===== config.mk =====
export PLATFORM = sky130hd
export DESIGN_NAME = l0_tile_sequencer
export DESIGN_NICKNAME = d
export VERILOG_FILES = /design/src/rtl/l0_tile_sequencer.sv
export SDC_FILE = /design/constraint.sdc
export NUM_CORES = 1
export LEC_CHECK = 0
export CORE_ASPECT_RATIO = 0.9
export CORE_MARGIN = 2
export CORE_UTILIZATION = 37
export CTS_CLUSTER_SIZE = 24
export DETAILED_ROUTE_END_ITERATION = 6
export PLACE_DENSITY = 0.83
export SLEW_MARGIN = 20
export SYNTH_ARGS = -nofsm -noshare
export SYNTH_HDL_FRONTEND = slang
export SYNTH_SLANG_ARGS = --single-unit
export TNS_END_PERCENT = 1

===== constraint.sdc =====
create_clock -name clk -period 2.6 [get_ports clk]
set_input_delay 0.52 -clock clk [delete_from_list [all_inputs] [get_ports clk]]
set_output_delay 0.52 -clock clk [all_outputs]
set_load 0.01 [all_outputs]

===== src/rtl/l0_tile_sequencer.sv =====
// Tile sequencer ahead of the Conv1D step counters: loads each L0 weight/input
// tile from L1, runs compute, and waits for the output drain before the next tile.
module l0_tile_sequencer #(
  parameter int Data_Width                   = 8,
  parameter int Addr_Width                   = 6,
  parameter int Weight_Nums                  = 4,
  parameter int L0_Weight_Nums               = 2,
  parameter int L0_Input_Nums                = 8,
  parameter int L0_Output_Nums               = 8,
  parameter int Nums_Pipeline_Stages         = 4,
  parameter int L0_Computation_Steps_in_bits = 5,
  parameter int L0_Computation_Steps         = L0_Weight_Nums*L0_Output_Nums+Nums_Pipeline_Stages-1,
  parameter int Tile_Nums                    = Weight_Nums/L0_Weight_Nums
) (
  input  logic                                  clk,
  input  logic                                  Rst_n,
  input  logic                                  Start,
  input  logic                                  L1_Rd_Valid,
  input  logic [Data_Width-1:0]                 L1_Rd_Data,
  output logic                                  L1_Rd_Ready,
  output logic [Addr_Width-1:0]                 L1_Rd_Addr,
  output logic                                  L0_Wr_En,
  output logic                                  L0_Wr_Sel,
  output logic [3:0]                            L0_Wr_Addr,
  output logic [Data_Width-1:0]                 L0_Wr_Data,
  input  logic [L0_Computation_Steps_in_bits:0] L0_Computation_Step_Counter,
  input  logic                                  Out_Drained,
  output logic                                  Comp_Reset,
  output logic                                  Computing,
  output logic                                  L0_Data_Is_Ready,
  output logic [1:0]                            L0_Weight_Status,
  output logic [1:0]                            L0_Input_Status,
  output logic [1:0]                            L0_Output_Status,
  output logic [$clog2(Tile_Nums):0]            Tile_Index,
  output logic                                  Done
);
  localparam int MaxBeats = (L0_Weight_Nums > L0_Input_Nums) ? L0_Weight_Nums : L0_Input_Nums;
  localparam int BeatW    = (MaxBeats > 1) ? $clog2(MaxBeats) : 1;
  localparam int TileW    = $clog2(Tile_Nums) + 1;
  localparam int StepW    = L0_Computation_Steps_in_bits + 1;

  localparam logic [1:0] ST_EMPTY = 2'b00, ST_LOADING = 2'b01, ST_FULL = 2'b10, ST_CONSUMED = 2'b11;

  typedef enum logic [2:0] {IDLE, CLEAR, LOAD_W, LOAD_I, COMPUTE, DRAIN, FINISH} state_t;

  state_t             state_q, state_d;
  logic [BeatW-1:0]   beat_q, beat_d;
  logic [TileW-1:0]   tile_q, tile_d;
  int unsigned        addr_full;
  logic               last_w, last_i, last_tile, step_end;

  assign last_w    = (beat_q == BeatW'(L0_Weight_Nums-1));
  assign last_i    = (beat_q == BeatW'(L0_Input_Nums-1));
  assign last_tile = (tile_q == TileW'(Tile_Nums-1));
  assign step_end  = (L0_Computation_Step_Counter == StepW'(L0_Computation_Steps-1));

  always_ff @(posedge clk or negedge Rst_n) begin
    if (!Rst_n) begin
      state_q <= IDLE;
      beat_q  <= '0;
      tile_q  <= '0;
    end else begin
      state_q <= state_d;
      beat_q  <= beat_d;
      tile_q  <= tile_d;
    end
  end

  always_comb begin
    state_d          = state_q;
    beat_d           = beat_q;
    tile_d           = tile_q;
    addr_full        = 0;
    L1_Rd_Ready      = 1'b0;
    L1_Rd_Addr       = '0;
    L0_Wr_En         = 1'b0;
    L0_Wr_Sel        = 1'b0;
    L0_Wr_Addr       = '0;
    L0_Wr_Data       = '0;
    Comp_Reset       = 1'b0;
    Computing        = 1'b0;
    L0_Data_Is_Ready = 1'b0;
    L0_Weight_Status = ST_EMPTY;
    L0_Input_Status  = ST_EMPTY;
    L0_Output_Status = ST_EMPTY;
    Done             = 1'b0;
    case (state_q)
      IDLE: if (Start) state_d = CLEAR;
      CLEAR: begin
        Comp_Reset = 1'b1;
        Computing  = 1'b1;
        beat_d     = '0;
        tile_d     = '0;
        state_d    = LOAD_W;
      end
      LOAD_W, LOAD_I: begin
        Computing   = 1'b1;
        L1_Rd_Ready = 1'b1;
        // Input words sit after the whole weight vector in L1.
        addr_full   = 32'(tile_q) * L0_Weight_Nums + 32'(beat_q);
        if (state_q == LOAD_I) addr_full = addr_full + Weight_Nums;
        L1_Rd_Addr  = Addr_Width'(addr_full);
        L0_Wr_Sel   = (state_q == LOAD_I);
        L0_Wr_Addr  = 4'(beat_q);
        L0_Weight_Status = (state_q == LOAD_W) ? ST_LOADING : ST_FULL;
        L0_Input_Status  = (state_q == LOAD_I) ? ST_LOADING : ST_EMPTY;
        if (L1_Rd_Valid) begin
          L0_Wr_En   = 1'b1;
          L0_Wr_Data = L1_Rd_Data;
          if (state_q == LOAD_W && last_w) begin
            beat_d  = '0;
            state_d = LOAD_I;
          end else if (state_q == LOAD_I && last_i) begin
            beat_d  = '0;
            state_d = COMPUTE;
          end else begin
            beat_d = beat_q + 1'b1;
          end
        end
      end
      COMPUTE: begin
        Computing        = 1'b1;
        L0_Data_Is_Ready = 1'b1;
        L0_Weight_Status = ST_FULL;
        L0_Input_Status  = ST_FULL;
        if (step_end) state_d = DRAIN;
      end
      DRAIN: begin
        Computing        = 1'b1;
        L0_Weight_Status = ST_CONSUMED;
        L0_Input_Status  = ST_CONSUMED;
        L0_Output_Status = ST_FULL;
        // The step counter clears itself when L0_Data_Is_Ready drops, so no Comp_Reset here.
        if (Out_Drained) begin
          if (last_tile) begin
            state_d = FINISH;
          end else begin
            tile_d  = tile_q + 1'b1;
            state_d = LOAD_W;
          end
        end
      end
      FINISH: begin
        Done    = 1'b1;
        tile_d  = '0;
        state_d = IDLE;
      end
      default: state_d = IDLE;
    endcase
  end

  assign Tile_Index = tile_q;
endmodule


* Yosys cells after proc, flatten, opt, wreduce, memory -nomap -nowiden
Cells that the tools add are included.
** Word-level totals
- Latch bits :: 0
- Memories :: 0
- Memory bits (read-only) :: 0
- Register bits :: 8
- Bits in writable memories :: 0
** Operators by class
- Add/sub/neg operators :: 4
- Div/mod/pow operators :: 0
- Eq/ne operators :: 16
- Multiply operators :: 0
- Order comparisons :: 0
- Reduce and logical (&&, ||, !) cells :: 11
- Bitwise gates (word level) :: 0
- Multiplexer cells :: 33
- Shift operators :: 0
** Operators with widths (count)
- 3-bit 2-to-1 mux :: 11
- 8-bit 2-to-1 mux :: 2
- 3-bit one-hot mux with 5 select lines :: 1
- 3-bit == test, second input constant :: 4
- 2-bit one-hot mux with 3 select lines :: 2
- 5-bit 2-to-1 mux :: 2
- 2-bit != test, second input constant :: 5
- 1-bit 2-to-1 mux :: 9
- 2-bit 2-to-1 mux :: 4
- 3-bit by 1-bit == test with 1-bit output, second input constant :: 2
- 3-bit by 2-bit == test with 1-bit output, second input constant :: 2
- 6-bit by 5-bit == test with 1-bit output, second input constant :: 1
- 3-bit one-hot mux with 2 select lines :: 1
- 4-bit by 3-bit adder with 5-bit output, second input constant :: 1
- 5-bit AND reduction :: 1
- 5-bit OR reduction :: 1
- 3-bit by 3-bit adder with 4-bit output :: 1
- 2-bit one-hot mux with 2 select lines :: 1
- 2-bit nonzero test :: 2
- 2-bit OR reduction :: 2
- 3-bit by 1-bit adder with 3-bit output, second input constant :: 1
- 3-bit logical NOT :: 1
- 3-bit != test, second input constant :: 1
- 3-bit AND reduction :: 1
- 4 further kinds :: 5

* Longest topological paths before layout
Gate-level depths: netlist of run 1.
- Depth after elaboration :: 6
- Depth in mapped cells :: 7
- Gate-level depth less buffers :: 7

* Least setup slack after synthesis of run 1
OpenSTA, ideal clock, no wires.
- Kind :: register -> output
- Start :: register tile_q[0] (netlist: Tile_Index[0])
- End :: output L1_Rd_Addr[3]
- Path slack :: 439 ps
- Stages on the path, launching flop included :: 8
- Arrival :: 1641 ps
- Path buffers :: 0
- Cell sequence :: dfrtp_1 > ha_1 > inv_1 > fa_1 > inv_1 > ha_1 > a21oi_1 > nor2_1
** Between the ends
- Word-level cells in the longest chain between the ends :: 4
** Ends and longest elaborated chain
- from (decl) :: RTL line 48 : logic [TileW-1:0] tile_q, tile_d;
- from (signal assigned) :: RTL line 65 : tile_q <= tile_d;
- 3-bit by 3-bit adder with 4-bit output * :: RTL line 100 : addr_full = 32'(tile_q) * L0_Weight_Nums + 32'(beat_q);
- 4-bit by 3-bit adder with 5-bit output :: RTL line 101 : if (state_q == LOAD_I) addr_full = addr_full + Weight_Nums;
- 5-bit 2-to-1 mux * :: RTL line 101
- 5-bit 2-to-1 mux * :: RTL line 87 : case (state_q)
- to (decl) :: RTL line 21 : output logic [Addr_Width-1:0] L1_Rd_Addr,
Every way passes the cells marked *; elsewhere a longest branch is shown, timed or not.

* Final worst setup path of run 1
- Start :: register beat_q[1]
- End :: output L1_Rd_Addr[3]
** Between the ends
- Word-level cells in the longest chain between the ends :: 4
** Ends and longest elaborated chain
- from (decl) :: RTL line 47 : logic [BeatW-1:0] beat_q, beat_d;
- from (signal assigned) :: RTL line 64 : beat_q <= beat_d;
- 3-bit by 3-bit adder with 4-bit output * :: RTL line 100
- 4-bit by 3-bit adder with 5-bit output :: RTL line 101
- 5-bit 2-to-1 mux * :: RTL line 101
- 5-bit 2-to-1 mux * :: RTL line 87
Marks and branches as above.

==> results.cfg, run 1 <==
[min_path]
hold_class = reg -> reg

[timing]
finalSetupViolCount = 0
finClkSkew_ns = 0.003860
hold_viol = 0
tns_ns = 0
max_freq_mhz = 397.4
drv_slew = 0
finalWorstPathRequiredPeriod_ns = 2.516
period_share = 0.9678

[layout]
fin_nets = 183
drive_gt1_frac = 0.1032
syn_to_final_growth_pct = 61.55
final_cell_area_um2 = 1356
post-route-util = 0.6273
diodes = 0
fillers = 198
final_cells = 182

[global_routing]
grt_busiest_layer = met2
grt_pass1_vias = 913
antenna_found_initial = 0
grtUsageMet2 = 0.3414
grt_pass1_wl_um = 3939
met3_usage = 0.03067
grt_usage = 0.1936
overflow = 0
grt_max_degree = 18
met1_usage = 0.2303

[yosys]
synth_edf_count = 0
ys_types = 36
synthArstFlopShare = 1.000
synthCells = 107
ys_ff_latch = 8
ys.warnings.count = 0
syn-cell-area_um2 = 839.6
syn_avg_cell_area_um2 = 7.846
seq_area_frac_synth = 0.2385
ys.flop_type = dfrtp_1

[drt]
ant_nets = 0
wire_per_inst_um = 12.98
via_count = 907
drc = 0
viasPerCell = 4.984
first_pass_iters = 4
drt-initial-drc-count = 12
wl_um = 2362

[clock_network]
cts_setup_buffers = 0
cts_buffers = 3
cts_tree = done
clock_sinks = 8
clkSlewWorstSetupHoldPaths_ns = 0.06
clk_latency_ns = 0.26
h-tree-depth = 1
cts.path.max_buffers = 2
cts_root_buffer = clkbuf_4
cts-hold-fix-buffers = 0

[worst_setup_path]
cp_num_buf_inv = 3
cp-end-kind = output pin
regToRegSetupSlack_ns = 0.98
startpoint = beat_q[1]
crit_path_max_incr_delay_ns = 0.54
crit_type = reg -> out
r2r-end = state_q[0]
ff2ff_path_depth = 7
cp-endpoint = L1_Rd_Addr[3]
crit_path_max_fanout = 2
cp_num_cells = 8
timing.rr.start = beat_q[1]
worstPathArrival_ns = 2.00
critPathTopFamily = adder cells
start_kind = flip-flop
path_cells = ha_1 > inv_1 > fa_1 > inv_1 > ha_1 > a21oi_2 > nor2_1 > clkbuf_2
slowest_stage = fa_1
crit_required_ns = 2.08

[power_and_ir_drop]
p_leak_nw = 0.6568
power_mw = 1.018
vdd.ir_drop.worst_mv = 0.4647
power.density_nw_per_um2 = 750.7

[floorplanning]
dieArea_um2 = 2667
die_height_um = 49.19
core-area_um2 = 2162
die_w_um = 54.21
ios = 52
start_util = 0.3883
fp-row-count = 16

[status]
status = finished, final reports clean

[place]
dpl.cell_count = 179
port_buffers = 48
placed_area_um2 = 1338
hpwl_um = 1881
gp_congestion = 0.7551

[job]
drv_cap = 0
-- cells in the final DEF (no fill, tap or decap), types with 4 or more instances in the layout --
cell type        instances
nor2_1                  10
a21oi_1                  4
and3_1                   9
nand2b_1                 5
ha_1                     6
buf_4                    5
clkdlybuf4s50_1         45
and2_1                   5
dfrtp_1                  8
nand2_1                  8
inv_1                    9
-- how the worst min path moves through the flow --
stage                       start            end  slack, ns  cells after the start
floorplan                   Rst_n  Tile_Index[0]       0.22                      0
global placement    Tile_Index[1]  Tile_Index[1]       0.48                      1
detailed placement  Tile_Index[1]  Tile_Index[1]       0.50                      1
CTS                 Tile_Index[1]  Tile_Index[1]       0.51                      1
global route        Tile_Index[1]  Tile_Index[1]       0.54                      1
finish              Tile_Index[1]  Tile_Index[1]       0.52                      1
-- state kept, by name (all words and copies together) (netlist names) --
| signal | flops |
|---|---|
| beat_q | 3 |
| state_q | 3 |
| Tile_Index | 2 |
-- worst register-to-register path, stage by stage (launching register included) --
cell and delay (ns):
dfrtp_1 0.38, buf_4 0.15, ha_1 0.18, ha_1 0.19, nand2_1 0.09, o211ai_2 0.12
nand2_1 0.10, mux2_1 0.31
-- area by class of cell --
class,instances,area (µm²),area share
flip-flops and latches,8,200.2,0.1476
clock buffers,3,22.52,0.01661
repair buffers,53,510.5,0.3764
inverters,10,37.54,0.02768
multi-input cells,81,551.8,0.4068
well taps,27,33.78,0.02491
-- report_power, final --
group	leakage, nW	internal, mW	switching (mW)
logic	0.540	0.385	0.331
registers	0.103	0.159	0.0438
clock network	0.0138	0.0531	0.0468
total	0.657	0.597	0.421
-- routing by layer --
layer	share of wire	vias to the layer above
met1	0.41	420
li1	-	447
met4	0.0089	0
met3	0.063	4
met5	0	-
met2	0.52	36
-- cell families after synthesis --
group                    share of synthesized area
flip-flops                                  0.2384
AND/OR/NAND/NOR                             0.3338
other                                     0.004467
AO/OA/AOI/OAI                               0.1550
buffers and inverters                       0.1177
XOR/XNOR                                   0.01043
adder cells (fa/ha/maj)                     0.1133
multiplexers                               0.02682
-- timing repair --
item | in CTS | in global routing
gates resized for setup | 3 | 3
setup endpoints to repair | 3 | 1
hold endpoints to repair | 0 | 0
pin swaps | 0 | 1
-- through the flow --
stage,worst slack [ns],hold slack (ns)
finish,0.08379,0.5178
detailed placement,0.03191,0.4964
global route,-0.03168,0.5408
global placement,0.09164,0.4847
CTS,-0.03427,0.5079
floorplan,0.4388,0.2244
-- synth_stat cells, types with 2 or more instances --
cell       n  share of area
buf_2      4          0.024
ha_1       6          0.089
o21ai_0    2          0.012
o31ai_1    2          0.018
nor3_1     3          0.018
a21o_1     3          0.027
nand2_1    8          0.036
a21oi_1    5          0.030
and3_1     9          0.067
nor2b_1    3          0.022
buf_4      5          0.045
inv_1      9          0.040
nand2b_1   5          0.037
and2_1     5          0.037
dfrtp_1    8           0.24
nor2_1    10          0.045
No activity file was read; power rests on OpenSTA's default activity.
==> run 2, diff against run 1 <==
Settings changed: CAP_MARGIN set to 30, GPL_TIMING_DRIVEN set to 1.
==> results of run 2 <==
Final layout, timing and power as in run 1 (identical DEF).
==> run 3, diff against run 2 <==
Settings changed: ABC_CLOCK_PERIOD_IN_PS set to 2600.
==> results of run 3 <==
Final layout, timing and power as in run 1 (identical DEF).
==> patch (config.mk and constraints of run 3) <==
Re-encode `state_t` (7 states) as one-hot, 7 bits wide.
--- a/src/rtl/l0_tile_sequencer.sv
+++ b/src/rtl/l0_tile_sequencer.sv
@@ -41,7 +41,7 @@
 
   localparam logic [1:0] ST_EMPTY = 2'b00, ST_LOADING = 2'b01, ST_FULL = 2'b10, ST_CONSUMED = 2'b11;
 
-  typedef enum logic [2:0] {IDLE, CLEAR, LOAD_W, LOAD_I, COMPUTE, DRAIN, FINISH} state_t;
+  typedef enum logic [6:0] {IDLE = 7'b0000001, CLEAR = 7'b0000010, LOAD_W = 7'b0000100, LOAD_I = 7'b0001000, COMPUTE = 7'b0010000, DRAIN = 7'b0100000, FINISH = 7'b1000000} state_t;
 
   state_t             state_q, state_d;
   logic [BeatW-1:0]   beat_q, beat_d;
Function: no difference found for any inputs over 10 cycles, from zero or initial values and one cycle with Rst_n low; not proved beyond that.
==> patch against run 3 <==
Power down 17%; hold slack better by 0.082 ns; clock skew up 0.0065 ns; sequential cell count up 4; via count up 35%; design area up 37%; largest power group unchanged; non-clock buffer count up 15; register-to-register slack worse by 0.32 ns; wire length up 41%; setup slack worse by 0.072 ns; critical path type unchanged; synthesized area up 37%.
==> patch: results (changes against run 3) <==
stage,metric,value,unit,change
logic_synthesis,synth_compound_area_frac,0.1330,,-0.02195
logic_synthesis,synth_cell_type_count,46,,+28%
logic_synthesis,synth_xor_area_frac,0.01527,,+0.004835
logic_synthesis,synth_area_leaders,"dfrtp_1 (24%), and2_1 (7.6%), ha_1 (6.5%)",,
finish,largest_register,state_q,,
logic_synthesis,syn_inst,137,,+28%
logic_synthesis,yosysSeqAreaShare,0.2628,,+0.02436
run_status,run_status,completed,,
cts,clk_path_buf_depth,2,,unchanged
logic_synthesis,yosys.area_share.adder,0.08288,,-0.03038
cts,holdBufCountCts,0,,unchanged
finish,drive_gt1_frac,0.2239,,+0.1207
timing,finClkSkew,0.01040,ns,+0.006539 ns
logic_synthesis,synth_top_area_frac,0.2399,,+0.001463
drt,vias_per_cell,5.033,,+0.99%
finish,final_nets,228,,+25%
logic_synthesis,synthMuxAreaShare,0.04580,,+0.01898
placed_design,portBuffers,48,,unchanged
drt,drt-initial-drc-count,35,,+23
cts,clk_latency,0.27,ns,
placed_design,place.gp.congestion,0.9001,,+19%
cts,cts_max_level,1,,unchanged
worst_hold_path,hp-class,in -> async,,
global_routing,grt_max_degree,13,,-5
logic_synthesis,synthFlopType,dfrtp_1,,
placed_design,placed_cell_area,1774,µm²,+33%
pwr,leakagePower,1.108,nW,+69%
critical_path,cp_max_fo,3,,+1
placed_design,dp_hpwl,2756,µm,+47%
drt,drt-total-wl,3320,µm,+41%
placed_design,dp_worst_setup_slack,-0.002454,ns,-0.03436 ns
drt,first_pass_iters,4,,unchanged
drt,wl_per_cell,13.66,µm,+5.3%
finish,largest_reg_flops,7,,
global_routing,track_usage,0.1891,,-0.004500
global_routing,grt_pass1_vias,1196,,+31%
placed_design,dpl.cell_count,238,,+33%
global_routing,grt_pass1_wl,5361,µm,+36%
pwr,vdd_drop_max,0.0003015,V,-35%
logic_synthesis,synth_common_cells,"and2_1 (14), dfrtp_1 (11), nor2_1 (10)",,
critical_path,worstPathArrival,2.07,ns,+0.07 ns
cts,path_clk_slew,0.08,ns,+0.02 ns
==> patch: worst paths after layout <==
| check | slack (ns) | cells after the start | endpoint | startpoint |
|---|---|---|---|---|
| setup reg to reg | 0.66 | 5 | Tile_Index[0] | state_q[2] |
| setup / recovery | 0.01 | 6 | L1_Rd_Addr[3] | state_q[6] |
| min in group clk | 0.60 | 2 | beat_q[0] | beat_q[0] |
| hold / removal | 0.60 | 1 | beat_q[1] | Rst_n |
| hold reg to reg | 0.60 | 2 | beat_q[0] | beat_q[0] |
| max in group asynchronous | 1.61 | 1 | state_q[2] | Rst_n |
==> patch: final cells by class <==
cell class	instances	area (µm²)
Multi-Input combinational cell	110	807.0
Tap cell	42	52.55
Inverter	7	27.53
Clock buffer	4	26.28
Fill cell	283	1131
Timing Repair Buffer	68	648.1
Sequential cell	12	302.8
==> patch: power by group <==
part	switching, mW	total (mW)	internal, mW	leakage [nW]
clock	0.0559	0.115	0.0593	0.0150
sequential	0.0457	0.270	0.224	0.160
combinational	0.236	0.457	0.221	0.932
==> patch: metal layers <==
metal	GRT usage	share of wire
met5	0	0
met4	0.07302	0.018
met3	0.02204	0.057
met2	0.3333	0.49
met1	0.2366	0.43
==> patch: cell families (layout without fill, tap and decap cells) <==
logic type,count (synthesis),in the layout
and+or+nand+nor,71,71
AOI/OAI and AO/OA,22,22
xor gates and xnor gates,2,2
adders and majority gates,7,7
muxes,5,5
other,1,3
buffers and inverters,17,79
DFF,12,12
==> patch: timing repair <==
item                       CTS  global route
setup endpoints to repair   27            18
resized for setup           22            16
setup buffers                0             1
pin swaps                    1             1
==> patch: critical path: stages, from the launching register on <==
cell and delay, ns:
dfrtp_1 0.40, or4_4 0.58, nor3_4 0.18, buf_4 0.15
mux2i_1 0.17, nor2b_1 0.05, dlygate4sd2_1 0.27
